$ cat src/rtl/sword_attack_ctrl.sv
// rtl/sword_attack_ctrl.sv - sword swing sequencer, sprite ROM addressing and pixel gating
// Frames advance only on vsync ticks so the ROM/palette mux never changes mid-frame.
module sword_attack_ctrl #(
  parameter int SPRITE_W        = 32,
  parameter int SPRITE_H        = 32,
  parameter int NUM_FRAMES      = 3,
  parameter int HOLD_FRAMES     = 4,
  parameter int COOLDOWN_FRAMES = 8
) (
  input  logic       vga_clk,
  input  logic       Reset,
  input  logic       vsync,
  input  logic       attack,
  input  logic [1:0] direction,
  input  logic [9:0] link_x,
  input  logic [9:0] link_y,
  input  logic [9:0] DrawX,
  input  logic [9:0] DrawY,
  input  logic       blank,
  input  logic [2:0] rom_q,
  output logic [9:0] rom_address,
  output logic [1:0] frame_sel,
  output logic       sword_on,
  output logic       busy
);

  localparam int HW = $clog2(HOLD_FRAMES + 1);
  localparam int CW = $clog2(COOLDOWN_FRAMES + 1);

  localparam logic [1:0] IDLE     = 2'd0;
  localparam logic [1:0] SWING    = 2'd1;
  localparam logic [1:0] COOLDOWN = 2'd2;

  logic [1:0]        state;
  logic              vsync_q;
  logic              attack_q;
  logic [HW-1:0]     hold;
  logic [CW-1:0]     cnt;
  logic [1:0]        dir_q;
  logic signed [10:0] sword_x;
  logic signed [10:0] sword_y;
  logic              in_box_q;
  logic              blank_q;
  logic              swing_q;

  logic              tick;
  logic              att_rise;
  logic              start;
  logic [1:0]        dir_use;
  logic signed [10:0] lx;
  logic signed [10:0] ly;
  logic signed [10:0] pos_x;
  logic signed [10:0] pos_y;
  logic [10:0]       dx;
  logic [10:0]       dy;
  logic              in_box;

  assign tick     = vsync & ~vsync_q;
  assign att_rise = attack & ~attack_q;
  assign start    = (state == IDLE) & att_rise;
  // The start cycle must place the sword using the direction being latched now.
  assign dir_use  = start ? direction : dir_q;
  assign lx       = $signed({1'b0, link_x});
  assign ly       = $signed({1'b0, link_y});

  always_comb begin
    pos_x = lx;
    pos_y = ly;
    case (dir_use)
      2'd0:    pos_x = lx - 11'(SPRITE_W);
      2'd1:    pos_x = lx + 11'(SPRITE_W);
      2'd2:    pos_y = ly - 11'(SPRITE_H);
      default: pos_y = ly + 11'(SPRITE_H);
    endcase
  end

  // Signed offsets: a negative dx sets bit 10, so off-left pixels never alias into the box.
  assign dx          = {1'b0, DrawX} - sword_x;
  assign dy          = {1'b0, DrawY} - sword_y;
  assign in_box      = ~dx[10] && (dx < 11'(SPRITE_W)) && ~dy[10] && (dy < 11'(SPRITE_H));
  assign rom_address = in_box ? 10'(dy * SPRITE_W + dx) : 10'd0;

  assign busy     = (state != IDLE);
  assign sword_on = in_box_q & blank_q & swing_q & (rom_q != 3'd0);

  always_ff @(posedge vga_clk or posedge Reset) begin
    if (Reset) begin
      state     <= IDLE;
      vsync_q   <= 1'b0;
      attack_q  <= 1'b0;
      hold      <= '0;
      cnt       <= '0;
      frame_sel <= 2'd0;
      dir_q     <= 2'd0;
      sword_x   <= '0;
      sword_y   <= '0;
      in_box_q  <= 1'b0;
      blank_q   <= 1'b0;
      swing_q   <= 1'b0;
    end else begin
      vsync_q  <= vsync;
      attack_q <= attack;
      in_box_q <= in_box;
      blank_q  <= blank;
      swing_q  <= (state == SWING);
      if (start || tick) begin
        sword_x <= pos_x;
        sword_y <= pos_y;
      end
      case (state)
        IDLE: begin
          if (att_rise) begin
            state     <= SWING;
            frame_sel <= 2'd0;
            hold      <= '0;
            dir_q     <= direction;
          end
        end
        SWING: begin
          if (tick) begin
            if (hold == HW'(HOLD_FRAMES - 1)) begin
              hold <= '0;
              if (frame_sel == 2'(NUM_FRAMES - 1)) begin
                state <= COOLDOWN;
                cnt   <= '0;
              end else begin
                frame_sel <= frame_sel + 2'd1;
              end
            end else begin
              hold <= hold + 1'b1;
            end
          end
        end
        COOLDOWN: begin
          if (tick) begin
            if (cnt == CW'(COOLDOWN_FRAMES - 1)) begin
              state     <= IDLE;
              frame_sel <= 2'd0;
            end else begin
              cnt <= cnt + 1'b1;
            end
          end
        end
        default: state <= IDLE;
      endcase
    end
  end

endmodule

$ cat config.mk
export PLATFORM = sky130hd
export DESIGN_NAME = sword_attack_ctrl
export DESIGN_NICKNAME = d
export VERILOG_FILES = /design/src/rtl/sword_attack_ctrl.sv
export SDC_FILE = /design/constraint.sdc
export NUM_CORES = 1
export LEC_CHECK = 0
export ABC_CLOCK_PERIOD_IN_PS = 4750
export BUFFER_PORTS_ARGS = -buffer_cell sky130_fd_sc_hd__clkbuf_2
export CORE_ASPECT_RATIO = 0.7
export CORE_MARGIN = 8
export CORE_UTILIZATION = 58
export CTS_BUF_LIST = sky130_fd_sc_hd__clkbuf_8
export DETAILED_ROUTE_END_ITERATION = 10
export GPL_ROUTABILITY_DRIVEN = 0
export GPL_TIMING_DRIVEN = 0
export PLACE_DENSITY = 0.82
export SYNTH_ARGS = -nofsm -noshare
export SYNTH_HDL_FRONTEND = slang
export SYNTH_SLANG_ARGS = --single-unit
$ cat constraint.sdc
create_clock -name vga_clk -period 4.75 [get_ports vga_clk]
set_clock_uncertainty 0.2 [all_clocks]
set_input_delay 0 -clock vga_clk [delete_from_list [all_inputs] [get_ports vga_clk]]
set_output_delay 0 -clock vga_clk [all_outputs]
set_load 0.01 [all_outputs]
==> key figures <==
Clock network
  • Number of clock buffers inserted by TritonCTS: 5
  • Buffers from clock root to sink, at most: 2
  • Clock edge transition at the registers on the reported setup and hold paths: 0.08 ns
  • Post-cts gate resize count: 0
  • CTS sink count: 40
  • H-tree lvl count: 2
  • TritonCTS clock tree: yes
  • Root buf cell: clkbuf_8
  • Worst-Skew Late Latency: 0.29 ns
  • Postcts setup bufs: 0

Timing
  • Setup TNS: 0 ns
  • Slew Limit Headroom: 0.429
  • Setup repair after global routing missed its margin: false
  • Final count of hold timing violations: 0
  • Achievable clock frequency: 0.245 GHz
  • Post-layout minimum cycle time: 4.08 ns
  • Max-slew violation total from the final report: 0
  • Number of endpoints failing setup at the final stage: 0
  • Portion of the clock cycle consumed by the worst path in the final layout: 0.859
  • Worst slew pin tran: 0.855 ns

Floorplanning
  • Horizontal die dimension: 107 µm
  • Standard cell core area: 5670 µm²
  • # rows: 23
  • Area of the die: 8550 µm²
  • Ports placed on the boundary: 64
  • Y dimension of the die: 79.8 µm
  • Initial core utilization: 0.595

Setup path
  • Delay of the slowest cell on the worst path: 0.46 ns
  • Worst r2r path cells: 12
  • Endpoint class of the critical path: primary output
  • Arrival time at the worst endpoint: 3.88 ns
  • Startpoint type of the worst setup path: flop
  • Worst endpoint required time: 4.55 ns
  • Critical path cell sequence: ha_1 > inv_1 > fa_1 > a211oi_1 > o21bai_1 > a211o_1 > and2_1 > fa_1 > a21o_1 > a21oi_1 > xor2_1 > xnor2_1 > nor4_1 > clkbuf_2
  • CP Class: reg -> out
  • Most frequent CP cell: fa_1
  • Slowest CP cell: fa_1
  • CP max FO: 3

Yosys
  • Xor and xnor fraction of the mapped netlist area: 0.0623
  • Cell area after synthesis: 3370 µm²
  • Number of enable flip-flop cells after synthesis: 0
  • FFs w/ async S/R, synth: 1.00
  • Flops & latches, synth: 40
  • Average size of a mapped cell: 8.65 µm²
  • Largest family of logic cells by synthesized area: compound AO/OA/AOI/OAI gates
  • Share of cell area taken by muxes after synthesis: 0.0241
  • Synth Net Count: 480
  • Post-Syn Instances: 390
  • Portion of the post-synthesis area used by sequential elements: 0.297
  • Simple-gate share of the synthesized area: 0.183
  • Largest area contributor in the synthesized netlist: dfrtp_1
  • Largest cells by area after synthesis: dfrtp_1, ha_1, xnor2_1
  • Complex-gate fraction of the synthesized area: 0.212
  • Distinct cell type count of the synthesized netlist: 57
  • Post-Synth Adder-Cell Area: 0.160
  • Main flop type after synthesis: dfrtp_1
  • Synth warn: 0
  • Fraction of post-synthesis cell area in the top cell type by area: 0.297

Drt
  • Antenna-violating nets left: 0
  • Wire length after detailed routing: 8080 µm
  • Residual DRC: 0
  • Number of DRC violations after detailed-routing iteration 0: 141
  • Post-detailed-route wirelength per cell: 14.4 µm
  • Number of vias after detailed routing: 3077
  • TritonRoute pass-1 iters: 4
  • Post-DR vias/cell: 5.48

Power and ir drop
  • Power density over the cells: 542 nW/µm²
  • Static Leakage: 1.98 nW
  • Maximum VDD drop: 0.316 mV

Global routing
  • First-pass GRT wire length: 13700 µm
  • Pin count of the biggest net entering global routing: 41
  • Total routing resource utilization after global routing: 0.195
  • Antenna violations before repair: 0
  • Via count of the first global-routing pass: 3026
  • Global route total overflow: 0

Layout
  • Fraction of final layout cells with drive strength greater than 1: 0.189
  • Total of fill cells in the finished design: 460
  • Diode insertion count for antenna repair: 0
  • Layout overhead on the synthesized area: 22.4%
  • Layout Nets: 576
  • Final cell utilization of the core: 0.728

Run
  • Max_cap viols: 0

Status
  • Outcome: complete, no violations

Placed design
  • Total half-perimeter wirelength after legalization and detailed placement: 6240 µm
  • Total of buffers placed on input and output ports: 63

Worst hold path
  • Hold depth: 4
  • Type of the tightest min-delay check: in -> out
routing by layer:
| metal | global-route usage | wire, µm | vias to the layer above |
|---|---|---|---|
| met3 | 0.0419 | 423 | 8 |
| li1 | - | - | 1569 |
| met4 | 0.0434 | 63 | 0 |
| met5 | 0 | 0 | - |
| met2 | 0.315 | 3620 | 72 |
| met1 | 0.261 | 3970 | 1428 |
cell usage in the layout, fill, tap and decap left out, types with 4 or more instances in the layout:
master and instances:
a211o_1 4, o21a_1 5, dlygate4sd3_1 26, a211oi_1 5, xor2_1 6, clkbuf_1 9
inv_1 39, a21o_1 10, o21ai_1 7, ha_1 35, nand2_1 34, a21oi_1 26
dfrtp_1 40, clkbuf_8 5, nand2b_1 4, o211ai_1 4, nor4_2 9, fa_1 5
o21ai_0 24, mux2i_1 7, nand3_1 9, nor2_1 24, nor2b_1 8, xnor2_1 18
clkbuf_2 63
stage by stage:
step | setup slack (ns) | instances | total power [mW] | hold slack [ns] | area (µm²)
floorplan | 1.38 | 390 | 1.69 | -0.169 | 3370
global placement | 0.935 | 528 | 1.92 | -0.0892 | 3780
detailed placement | 0.874 | 528 | 1.98 | -0.0810 | 3780
CTS | 0.698 | 562 | 2.24 | 0.148 | 4130
global route | 0.423 | 562 | 2.46 | 0.163 | 4130
finish | 0.669 | 562 | 2.24 | 0.139 | 4130
flip-flops by register name, summed over array words and instances, names as in the netlist:
register   count
hold           3
sword_x       11
sword_y       11
state          2
cnt            4
in_box_q       1
dir_q          2
frame_sel      2
swing_q        1
vsync_q        1
blank_q        1
attack_q       1
cell usage after synthesis (all sizes together) (4+ instances only):
master,number
a211o,4
a211oi,5
a21o,10
a21oi,26
clkbuf,9
dfrtp,40
fa,5
ha,35
inv,42
mux2i,7
nand2,34
nand2b,4
nand3,9
nor2,25
nor2b,8
nor4,11
o211ai,4
o21a,5
o21ai,31
xnor2,18
xor2,6
power by group:
part           switching, mW  internal [mW]
Sequential            0.0575          0.447
Combinational          0.851          0.655
Clock                  0.125          0.102
Total                   1.03           1.20
path summary, 6_finish.rpt:
kind,startpoint,end,slack [ns]
setup reg to reg,attack_q,sword_x[10],0.80
min in group asynchronous,Reset,sword_x[3],0.22
hold reg to reg,sword_x[6],sword_x[6],0.30
setup / recovery,sword_x[0],rom_address[9],0.67
max in group asynchronous,Reset,sword_y[5],3.59
hold / removal,rom_q[2],sword_on,0.14
worst max-delay path: cells and delay by family, from the launching register on:
kind	cells	cell delay (ns)
xor gates and xnor gates	2	0.26
and+or+nand+nor	2	0.48
DFF	1	0.38
adders and majority gates	3	1.07
AOI/OAI and AO/OA	5	1.14
buffers and inverters	2	0.26
cell type report:
type,instances,area [µm²],share of cell area
multi-input combinational,296,2160,0.523
timing repair buffer,89,576,0.139
clock inverter,3,18.8,0.00455
buffer,12,53.8,0.0130
inverter,42,158,0.0382
clock buffer,5,68.8,0.0167
sequential,40,1000,0.242
tap,75,93.8,0.0227
cells by family after synthesis:
family | Yosys count
buffers and inverters | 54
adder cells (fa/ha/maj) | 40
AND/OR/NAND/NOR | 113
flip-flops | 40
multiplexers | 8
XOR/XNOR | 24
AO/OA/AOI/OAI | 111
repair_timing:
| item | in CTS | in global routing |
|---|---|---|
| hold buffers | 26 | 0 |
| setup endpoints to repair | 0 | 0 |
| hold endpoints to repair | 65 | 0 |
Power figures use the tool's default switching activity.
